==> src/rtl/cv32e40p_clock_gate_ctrl_if.sv <==
// Activity, wake and gated-clock bundle between the core sub-units and the gating controller.
// The master drives requests and thresholds; the controller is the slave.
interface cv32e40p_clock_gate_ctrl_if #(
  parameter int NUM_CH = 4,
  parameter int CNT_W  = 8
);
  logic              scan_cg_en_i;
  logic [CNT_W-1:0]  idle_thresh_i;
  logic [NUM_CH-1:0] auto_en_i;
  logic [NUM_CH-1:0] busy_i;
  logic [NUM_CH-1:0] force_on_i;
  logic [NUM_CH-1:0] wake_req_i;
  logic [NUM_CH-1:0] wake_ack_o;
  logic [NUM_CH-1:0] gated_o;
  logic              all_gated_o;
  logic [NUM_CH-1:0] clk_o;

  modport master (
    output scan_cg_en_i, idle_thresh_i, auto_en_i, busy_i, force_on_i, wake_req_i,
    input  wake_ack_o, gated_o, all_gated_o, clk_o
  );

  modport slave (
    input  scan_cg_en_i, idle_thresh_i, auto_en_i, busy_i, force_on_i, wake_req_i,
    output wake_ack_o, gated_o, all_gated_o, clk_o
  );
endinterface

==> src/rtl/cv32e40p_clock_gate_ctrl.sv <==
// Per-channel idle-count clock gating: clock stops one cycle after the gating edge,
// wake ack follows WAKE_CYCLES after leaving GATED; no backpressure, requests are levels.

module cv32e40p_clock_gate (
  input  logic clk_i,
  input  logic en_i,
  input  logic scan_cg_en_i,
  output logic clk_o
);
  logic en_l;

  // Latch is transparent only while clk_i is low, so clk_o never glitches.
  always_latch begin
    if (!clk_i) en_l = en_i | scan_cg_en_i;
  end

  assign clk_o = clk_i & en_l;
endmodule

module cv32e40p_clock_gate_ctrl #(
  parameter int NUM_CH      = 4,
  parameter int CNT_W       = 8,
  parameter int WAKE_CYCLES = 2
) (
  input  logic                     clk_i,
  input  logic                     rst_i,
  cv32e40p_clock_gate_ctrl_if.slave bus
);
  typedef enum logic [1:0] {
    ST_RUN   = 2'd0,
    ST_GATED = 2'd1,
    ST_WAKE  = 2'd2
  } state_e;

  localparam logic [CNT_W-1:0] WAKE_LAST = CNT_W'(WAKE_CYCLES - 1);

  state_e            state_q [NUM_CH];
  state_e            state_d [NUM_CH];
  logic [CNT_W-1:0]  cnt_q   [NUM_CH];
  logic [CNT_W-1:0]  cnt_d   [NUM_CH];
  logic [NUM_CH-1:0] en_q;
  logic [NUM_CH-1:0] ack_q;
  logic [NUM_CH-1:0] ack_d;
  logic [NUM_CH-1:0] req_q;
  logic [NUM_CH-1:0] keep;

  assign keep = bus.busy_i | bus.force_on_i | bus.wake_req_i | ~bus.auto_en_i
              | {NUM_CH{bus.idle_thresh_i == '0}};

  always_comb begin
    ack_d = '0;
    for (int i = 0; i < NUM_CH; i++) begin
      state_d[i] = state_q[i];
      cnt_d[i]   = cnt_q[i];
      case (state_q[i])
        ST_RUN: begin
          if (keep[i]) begin
            cnt_d[i] = '0;
            ack_d[i] = bus.wake_req_i[i] & ~req_q[i];
          end else if (cnt_q[i] + CNT_W'(1) == bus.idle_thresh_i) begin
            state_d[i] = ST_GATED;
            cnt_d[i]   = '0;
          end else begin
            cnt_d[i] = cnt_q[i] + CNT_W'(1);
          end
        end
        ST_GATED: begin
          if (keep[i]) begin
            state_d[i] = ST_WAKE;
            cnt_d[i]   = '0;
          end
        end
        ST_WAKE: begin
          // Inputs are deliberately ignored until the wake sequence completes.
          if (cnt_q[i] == WAKE_LAST) begin
            state_d[i] = ST_RUN;
            cnt_d[i]   = '0;
            ack_d[i]   = 1'b1;
          end else begin
            cnt_d[i] = cnt_q[i] + CNT_W'(1);
          end
        end
        default: begin
          state_d[i] = ST_RUN;
          cnt_d[i]   = '0;
        end
      endcase
    end
  end

  always_ff @(posedge clk_i or posedge rst_i) begin
    if (rst_i) begin
      for (int i = 0; i < NUM_CH; i++) begin
        state_q[i] <= ST_RUN;
        cnt_q[i]   <= '0;
      end
      en_q  <= '1;
      ack_q <= '0;
      req_q <= '0;
    end else begin
      for (int i = 0; i < NUM_CH; i++) begin
        state_q[i] <= state_d[i];
        cnt_q[i]   <= cnt_d[i];
        en_q[i]    <= (state_d[i] != ST_GATED);
      end
      ack_q <= ack_d;
      req_q <= bus.wake_req_i;
    end
  end

  for (genvar g = 0; g < NUM_CH; g++) begin : g_ch
    assign bus.gated_o[g] = (state_q[g] == ST_GATED);

    cv32e40p_clock_gate u_cg (
      .clk_i        (clk_i),
      .en_i         (en_q[g]),
      .scan_cg_en_i (bus.scan_cg_en_i),
      .clk_o        (bus.clk_o[g])
    );
  end

  assign bus.wake_ack_o  = ack_q;
  assign bus.all_gated_o = &bus.gated_o;
endmodule
==> src/flat_wrapper.sv <==
// flat-port wrapper written by rule: the top's interface ports become plain ports
module cv32e40p_clock_gate_ctrl_flat 
#(
  parameter int NUM_CH      = 4,
  parameter int CNT_W       = 8,
  parameter int WAKE_CYCLES = 2
)
  (clk_i, rst_i, bus_scan_cg_en_i, bus_idle_thresh_i, bus_auto_en_i, bus_busy_i, bus_force_on_i, bus_wake_req_i, bus_wake_ack_o, bus_gated_o, bus_all_gated_o, bus_clk_o);
  cv32e40p_clock_gate_ctrl_if #(.NUM_CH(NUM_CH), .CNT_W(CNT_W)) bus_i ();
  input  logic clk_i;
  input  logic rst_i;
  input wire logic [$bits(bus_i.scan_cg_en_i)-1:0] bus_scan_cg_en_i;
  input wire logic [$bits(bus_i.idle_thresh_i)-1:0] bus_idle_thresh_i;
  input wire logic [$bits(bus_i.auto_en_i)-1:0] bus_auto_en_i;
  input wire logic [$bits(bus_i.busy_i)-1:0] bus_busy_i;
  input wire logic [$bits(bus_i.force_on_i)-1:0] bus_force_on_i;
  input wire logic [$bits(bus_i.wake_req_i)-1:0] bus_wake_req_i;
  output wire logic [$bits(bus_i.wake_ack_o)-1:0] bus_wake_ack_o;
  output wire logic [$bits(bus_i.gated_o)-1:0] bus_gated_o;
  output wire logic [$bits(bus_i.all_gated_o)-1:0] bus_all_gated_o;
  output wire logic [$bits(bus_i.clk_o)-1:0] bus_clk_o;
  assign bus_i.scan_cg_en_i = bus_scan_cg_en_i;
  assign bus_i.idle_thresh_i = bus_idle_thresh_i;
  assign bus_i.auto_en_i = bus_auto_en_i;
  assign bus_i.busy_i = bus_busy_i;
  assign bus_i.force_on_i = bus_force_on_i;
  assign bus_i.wake_req_i = bus_wake_req_i;
  assign bus_wake_ack_o = bus_i.wake_ack_o;
  assign bus_gated_o = bus_i.gated_o;
  assign bus_all_gated_o = bus_i.all_gated_o;
  assign bus_clk_o = bus_i.clk_o;
  cv32e40p_clock_gate_ctrl #(.NUM_CH(NUM_CH), .CNT_W(CNT_W), .WAKE_CYCLES(WAKE_CYCLES)) u_core (.clk_i(clk_i), .rst_i(rst_i), .bus(bus_i));
endmodule
==> config.mk <==
export PLATFORM = sky130hd
export DESIGN_NAME = cv32e40p_clock_gate_ctrl_flat
export DESIGN_NICKNAME = d
export VERILOG_FILES = /design/src/rtl/cv32e40p_clock_gate_ctrl_if.sv /design/src/rtl/cv32e40p_clock_gate_ctrl.sv /design/src/flat_wrapper.sv
export SDC_FILE = /design/constraint.sdc
export NUM_CORES = 1
export LEC_CHECK = 0
export ABC_AREA = 1
export CORE_ASPECT_RATIO = 0.9
export CORE_UTILIZATION = 53
export DETAILED_ROUTE_END_ITERATION = 16
export PLACE_DENSITY = 0.85
export SYNTH_ARGS = -nofsm -noshare
export SYNTH_HDL_FRONTEND = slang
export SYNTH_SLANG_ARGS = --single-unit
==> constraint.sdc <==
create_clock -name clk_i -period 2.33 [get_ports clk_i]
set_input_delay 0.466 -clock clk_i [delete_from_list [all_inputs] [get_ports clk_i]]
set_output_delay 0.466 -clock clk_i [all_outputs]
set_load 0.02 [all_outputs]
Word level (Yosys, flattened, before mapping)
Cells that the tools add are included.
W data, S select, Z words.
- register bits: 52
- bits in latches: 4
- input bits: 27
- output and inout port bits: 13
- word-level logic and storage cells: 126
- add/subtract/negate cells: 4
- equality and inequality tests: 24
- mux-type cells: 56
- bitwise operators: 21
- reduce and logical (&&, ||, !) cells: 6
- operators by type and width (operator ; count):
    $mux W8 ; 16
    $pmux W8 S3 ; 4
    $add A8 B1 Y8 const B ; 4
    $eq A8 B1 Y1 const B ; 4
    $eq A8 B8 Y1 ; 4
    $mux W2 ; 16
    $pmux W2 S3 ; 4
    $ne A2 B1 Y1 const B ; 8
    $or A4 B4 Y4 ; 4
    $mux W1 ; 12
    $and A1 B1 Y1 ; 8
    $eq A2 B1 Y1 const B ; 4
    $eq A2 B2 Y1 const B ; 4
    $logic_not A2 Y1 ; 4
    $logic_not A8 Y1 ; 1
    $pmux W1 S2 ; 4
    $not A1 Y1 ; 4
    $not A4 Y4 ; 1
    $or A1 B1 Y1 ; 4
    $reduce_and A4 Y1 ; 1

Logic depth before layout (Yosys ltp)
Gate-level depths: netlist of run 1.
- word-level depth: 7
- depth in mapped cells: 14
- mapped depth without buffers: 14

Cells and area by module
Synthesis of run 1 repeated with hierarchy kept, for this count alone.
- cell total of the unflattened synthesis: 630
- area, all modules: 3920.0 um2
- by module, submodules not included (module ; instances ; cells an instance ; area each (um2) ; sequential area each (um2)):
    cv32e40p_clock_gate_ctrl ; 1 ; 606 ; 3784.9 ; 1306.3
    cv32e40p_clock_gate ; 4 ; 6 ; 33.8 ; 0.0

==> impl_metrics.ini, run 1 <==
[route]
totalWireLength_mm = 10.13
vias = 4107
met3WireLength_um = 788
drc = 0
drtPass1Iterations = 5
antenna_left = 0
dr.max_layer_used = met4
via_per_inst = 5.327
drt-met1-wl_mm = 4.328
drt_iter0_drc = 433
wl_met2_mm = 4.828
wl_per_cell_um = 13.14

[sta]
slew_headroom = 0.6611
setup_viol = 8
setup-tns-final_ps = -1387
skew_ps = 14.83
slew_viol_final = 0
worstMarginPinSlew_ps = 503.7
grt_setup_unrepaired = yes
hold_viol = 0
layout_setup_ws_ps = -355.9

[yosys]
ys_types = 31
synth-edff-count = 0
async_reset_ff_frac = 0.9286
synth_area_leaders = dfrtp_1 30%, nand2_1 21%, nand3_1 9.5%
synth_largest_area_cell = dfrtp_1
synth_ff_type = dfrtp_1
syn_nets = 646
yosysTopAreaCellShare = 0.3043
ys_ff_latch = 56
synthCells = 611
synth_area_sq_um = 3948
ys_warn_count = 0
synth_area_per_cell_sq_um = 6.461

[setup_path]
critPathMaxStageDelay_ps = 400
crit_chain = nand2_1 > inv_2 > buf_6
critPathKind = latch to primary output
reg2reg_setup_slack_ps = 380
slowest_stage = dlxtn_1
worstPathRequired_ps = 1860
worst-path-buf-inv = 2
timing.rr.start = u_core.cnt_q[0]$_DFFE_PP0P_
critPathLaunchType = latch
worstPathMaxFanout = 1
cpLargestDelayFamily = latches
arrival_ps = 2220
cp-end-kind = primary output
timing.rr.end = u_core.cnt_q[6]$_DFFE_PP0P_
ff2ff_path_depth = 13

[hold_path]
hold_path.class = primary input to asynchronous set/reset pin

[finish]
diodes = 0
synthToLayoutAreaGrowth_pct = 20.70
layout-drive-gt1-share = 0.1504
postLayoutCoreUtil = 0.6700
nets = 711
fillers = 597

[clocking]
cts_tree = done
clock_latency_ps = 430
clk_pin_slew_ps = 120

[global_route]
grt_pass1_wl_mm = 17.47
antenna_found_initial = 0
grt.overflow.total = 0
grt_max_degree = 34
gr-usage-all-layers = 0.2833
grt_pass1_vias = 3926

[pwr]
leakagePower_nw = 2.495
powerDensity_nw_per_um2 = 472.1
ir_drop_mv = 0.3721

[die]
die_y_um = 83.88
start_util = 0.5551
fp.dieW_um = 92.97
num_rows = 29
pin_count = 40
die_area_sq_um = 7798
coreArea_sq_um = 7112

[flow_run]
maxCapViolCount = 0

[placement]
hpwl_mm = 7.808
io_buffers = 39
place_congestion = 0.9176

[outcome]
status = finished with violations
violations = setup timing
==> state kept, by name (all words and copies together), names as in the netlist <==
register and flops:
u_core.bus.wake_ack_o 4, u_core.cnt_q 32, u_core.req_q 4, u_core.state_q 8, u_core.g_ch.u_cg.en_l 4, u_core.en_q 4
==> Yosys cell counts (5+ instances only) <==
master   count
or2_2        5
o21ai_0      8
nand2_2     13
nand3_1     75
a21oi_1      6
dfrtp_1     48
nand2_1    223
nand3_2      5
nor2_2      10
nand4_1      6
inv_1       87
nor2_1      60
nor2_4       5
ha_1         8
==> layer usage <==
layer	global-route usage	vias up
met5	0	-
met4	0.1007	0
met3	0.07013	21
met2	0.4586	180
met1	0.3666	1873
li1	-	2033
==> report_power, final <==
group	total, mW	switching (mW)	internal (mW)
clock network	1.11	0.573	0.541
registers	0.959	0.00406	0.955
logic	0.176	0.0917	0.0839
total	2.25	0.669	1.58
==> through the flow <==
step	total power [mW]	worst slack (ps)	hold WS (ps)	instances	cell area, sq um
3_3_place_gp	1.430	-334.5	427.6	757	4582
3_5_place_dp	1.434	-359.5	439.2	757	4582
5_1_grt	2.381	-399.8	395.5	771	4765
2_1_floorplan	1.305	125.8	420.4	611	3948
4_1_cts	2.264	-368.5	382.6	770	4751
6_report	2.249	-355.9	351.9	771	4765
==> cells by family after synthesis <==
kind of cell | Yosys count | synth area share
compound gates | 24 | 0.03899
xor+xnor | 8 | 0.01775
fa+ha+maj | 8 | 0.02536
buf+inv | 98 | 0.09826
flops | 52 | 0.3309
latches | 4 | 0.01521
simple gates | 417 | 0.4735
==> how the worst max path moves through the flow <==
stage | depth (start not counted) | slack [ps] | startpoint | to
CTS | 3 | -370 | u_core.g_ch[2].u_cg.en_l$_DLATCH_N_ | bus_clk_o[2]
finish | 3 | -360 | u_core.g_ch[2].u_cg.en_l$_DLATCH_N_ | bus_clk_o[2]
global placement | 3 | -330 | u_core.g_ch[1].u_cg.en_l$_DLATCH_N_ | bus_clk_o[1]
global route | 3 | -400 | u_core.g_ch[2].u_cg.en_l$_DLATCH_N_ | bus_clk_o[2]
detailed placement | 3 | -360 | u_core.g_ch[1].u_cg.en_l$_DLATCH_N_ | bus_clk_o[1]
floorplan | 3 | 130 | u_core.g_ch[1].u_cg.en_l$_DLATCH_N_ | bus_clk_o[1]
==> placed cells by master, fill, tap and decap left out, types with 9 or more instances in the layout <==
| cell | n |
|---|---|
| nand2_1 | 222 |
| nor2_1 | 59 |
| nand2_2 | 14 |
| clkdlybuf4s50_1 | 34 |
| nor2_2 | 11 |
| nand3_1 | 75 |
| buf_4 | 22 |
| dfrtp_1 | 48 |
| inv_1 | 83 |
| clkbuf_8 | 9 |
==> area by class of cell <==
| type | instances | area, sq um | area share |
|---|---|---|---|
| well taps | 93 | 116.4 | 0.02442 |
| repair buffers | 58 | 536.8 | 0.1127 |
| multi-input cells | 457 | 2205 | 0.4627 |
| flip-flops and latches | 56 | 1369 | 0.2873 |
| inverters | 86 | 322.8 | 0.06775 |
| clock inverters | 7 | 42.54 | 0.008929 |
| clock buffers | 14 | 172.7 | 0.03624 |
==> what timing repair did <==
action	CTS	global route
endpoints found under the setup margin	9	10
resized for setup	31	5
hold buffers	0	0
buffers inserted	0	1
pin swaps	3	0
==> worst register-to-register path: stages (launching register included) <==
cell	delay [ps]
dfrtp_1	500
ha_1	290
nand2_2	140
inv_1	50
nor2_1	160
nand2_1	70
nand2_1	60
nand3_1	60
nor2_1	110
nand3_2	130
nand2_2	110
nand2_4	70
nand2_1	70
nand2_1	50
(Power assumes the default switching activity.)
==> run 2: changes to the inputs <==
CORE_MARGIN = 4   (was unset)
REMOVE_ABC_BUFFERS = 1   (was unset)
==> run 2 against run 1 <==
Compared with the run above:
- sequential cell count did not move
- worst setup slack got worse by 19 ps
- clock-buffer cell count did not move
- total power rose by 1.2%
- clock power barely moved
- non-clock buffer count fell by 2
- largest power group unchanged
- routed wire length rose by 1.8%
- sequential power barely moved
- cell area fell by 0.47%
- the flow still finishes with violations (setup timing)
- critical path type unchanged
- core utilization fell by 0.66 points
- global-route usage fell by 4.9 points
==> impl_metrics.ini, run 2 (synthesis results as in run 1) <==
[clocking]
clock_latency_ps = 430
cts_tree = done
clk_pin_slew_ps = 110
cts_hold_buffers = 0

[pwr]
p_switching_mw = 0.6940
p_seq_frac = 0.421
p_comb_frac = 0.077
p_int_mw = 1.582
pwr-share-clk = 0.502
leakagePower_nw = 2.488
powerDensity_nw_per_um2 = 479.9
p_sw_frac = 0.3050
ir_drop_mv = 0.4003

[finish]
fillers = 616
synthToLayoutAreaGrowth_pct = 20.13
largest_register_ffs = 32
postLayoutCoreUtil = 0.6634
layout-drive-gt1-share = 0.1479
multi_input_area_sq_um = 2205
diodes = 0
nets = 709
regArea_sq_um = 1369
final_common_cell = nand2_1
reg_top3 = u_core.cnt_q x32, u_core.state_q x8
mostFrequentLayoutCells = 221 x nand2_1, 83 x inv_1, 75 x nand3_1
finalInstanceArea_sq_um = 4742
finalNonFillerCells = 769
top_register = u_core.cnt_q

[sta]
setup-tns-final_ps = -1435
grt_setup_unrepaired = yes
slew_viol_final = 0
slew_headroom = 0.6669
layout_setup_ws_ps = -375.1
setup_viol = 8
skew_ps = 8.007
hold_viol = 0
worstMarginPinSlew_ps = 499.0

[global_route]
grt_pass1_wl_mm = 17.15
antenna_found_initial = 0
grt_max_degree = 27
gr-usage-all-layers = 0.2348
grt.overflow.total = 0
grt_pass1_vias = 3880

[die]
fp.dieW_um = 98.97
coreArea_sq_um = 7148
start_util = 0.5522
num_rows = 29
pin_count = 40
die_y_um = 89.88
die_area_sq_um = 8895

[placement]
placed_area_sq_um = 4574
dpl.cell_count = 756
io_buffers = 39
hpwl_mm = 7.784
place_congestion = 0.9486

[setup_path]
worstPathRequired_ps = 1860
reg2reg_setup_slack_ps = 290
cp-end-kind = primary output
crit_end = bus_clk_o[3]
critPathLaunchType = latch
timing.rr.start = u_core.cnt_q[0]$_DFFE_PP0P_
crit_chain = nand2_1 > inv_1 > buf_6
startpoint = u_core.g_ch[3].u_cg.en_l$_DLATCH_N_
slowest_stage = dlxtn_1
timing.rr.end = u_core.cnt_q[6]$_DFFE_PP0P_
critPathKind = latch to primary output
critPathMaxStageDelay_ps = 410
ff2ff_path_depth = 13
worstPathMaxFanout = 1
arrival_ps = 2240

[route]
drt_iter0_drc = 257
totalWireLength_mm = 10.32
via_per_inst = 5.337
drtPass1Iterations = 5
drc = 0
antenna_left = 0
vias = 4104
wl_per_cell_um = 13.42

[outcome]
violations = setup timing
status = finished with violations

[hold_path]
hold_path.class = primary input to asynchronous set/reset pin

[flow_run]
maxCapViolCount = 0
run 2: changes by cell type in the layout (fill, tap and decap cells not counted):
cell	change
nor2_2	-1
clkdlybuf4s15_2	-1
inv_8	-1
clkinvlp_4	-1
nor2_1	+1
nand2_1	-1
inv_6	+2
clkbuf_2	+1
nand2_2	+1
buf_4	-2
run 2: worst min-delay path by stage:
stage | from | slack, ps | cells past startpoint | to
floorplan | u_core.req_q[1]$_DFF_PP0_ | 420 | 1 | u_core.bus.wake_ack_o[1]$_DFF_PP0_
global placement | u_core.req_q[1]$_DFF_PP0_ | 430 | 1 | u_core.bus.wake_ack_o[1]$_DFF_PP0_
detailed placement | u_core.req_q[2]$_DFF_PP0_ | 430 | 1 | u_core.bus.wake_ack_o[2]$_DFF_PP0_
CTS | rst_i | 390 | 2 | u_core.cnt_q[14]$_DFFE_PP0P_
global route | rst_i | 400 | 2 | u_core.cnt_q[14]$_DFFE_PP0P_
finish | rst_i | 370 | 2 | u_core.cnt_q[13]$_DFFE_PP0P_
run 2: repair_timing:
action / in CTS / in global routing
setup endpoints to repair: 9 / 9
buffers inserted: 0 / 0
endpoints found under the hold margin: 0 / 0
gates cloned: 0 / 0
pin swaps: 3 / 1
resized for setup: 28 / 8
run 2: final cells by class:
| type | count | area share |
|---|---|---|
| multi-input cells | 457 | 0.4649 |
| flip-flops and latches | 56 | 0.2887 |
| repair buffers | 56 | 0.1087 |
| inverters | 86 | 0.06807 |
| clock buffers | 14 | 0.03641 |
| well taps | 93 | 0.02454 |
| clock inverters | 7 | 0.008707 |
run 2: layer usage:
metal	up-vias	GRT usage	share of wire
li1	2026	-	-
met1	1908	0.3064	0.42
met2	156	0.3820	0.48
met3	14	0.06734	0.085
met4	0	0.06030	0.014
met5	-	0	0
run 2: worst max-delay path, delay by kind of cell (launching register included):
family                 cells  cell delay (ps)
latches                    1              410
buffers and inverters      2              170
and+or+nand+nor            1               50
run 2: per-stage QoR:
stage               power (mW)  setup WS (ps)  hold slack (ps)
floorplan                1.199          150.0            420.5
global placement         1.430         -332.2            426.3
detailed placement       1.434         -349.5            433.3
CTS                      2.283         -382.8            387.5
global route             2.377         -399.0            403.6
finish                   2.276         -375.1            367.1
run 2: power by group through the flow:
stage | clock [mW] | sequential, mW | combinational [mW]
finish | 1.14 | 0.959 | 0.175
global route | 1.23 | 0.960 | 0.191
CTS | 1.15 | 0.959 | 0.175
detailed placement | 0.282 | 0.978 | 0.174
global placement | 0.282 | 0.978 | 0.171
floorplan | 0.150 | 0.980 | 0.0685
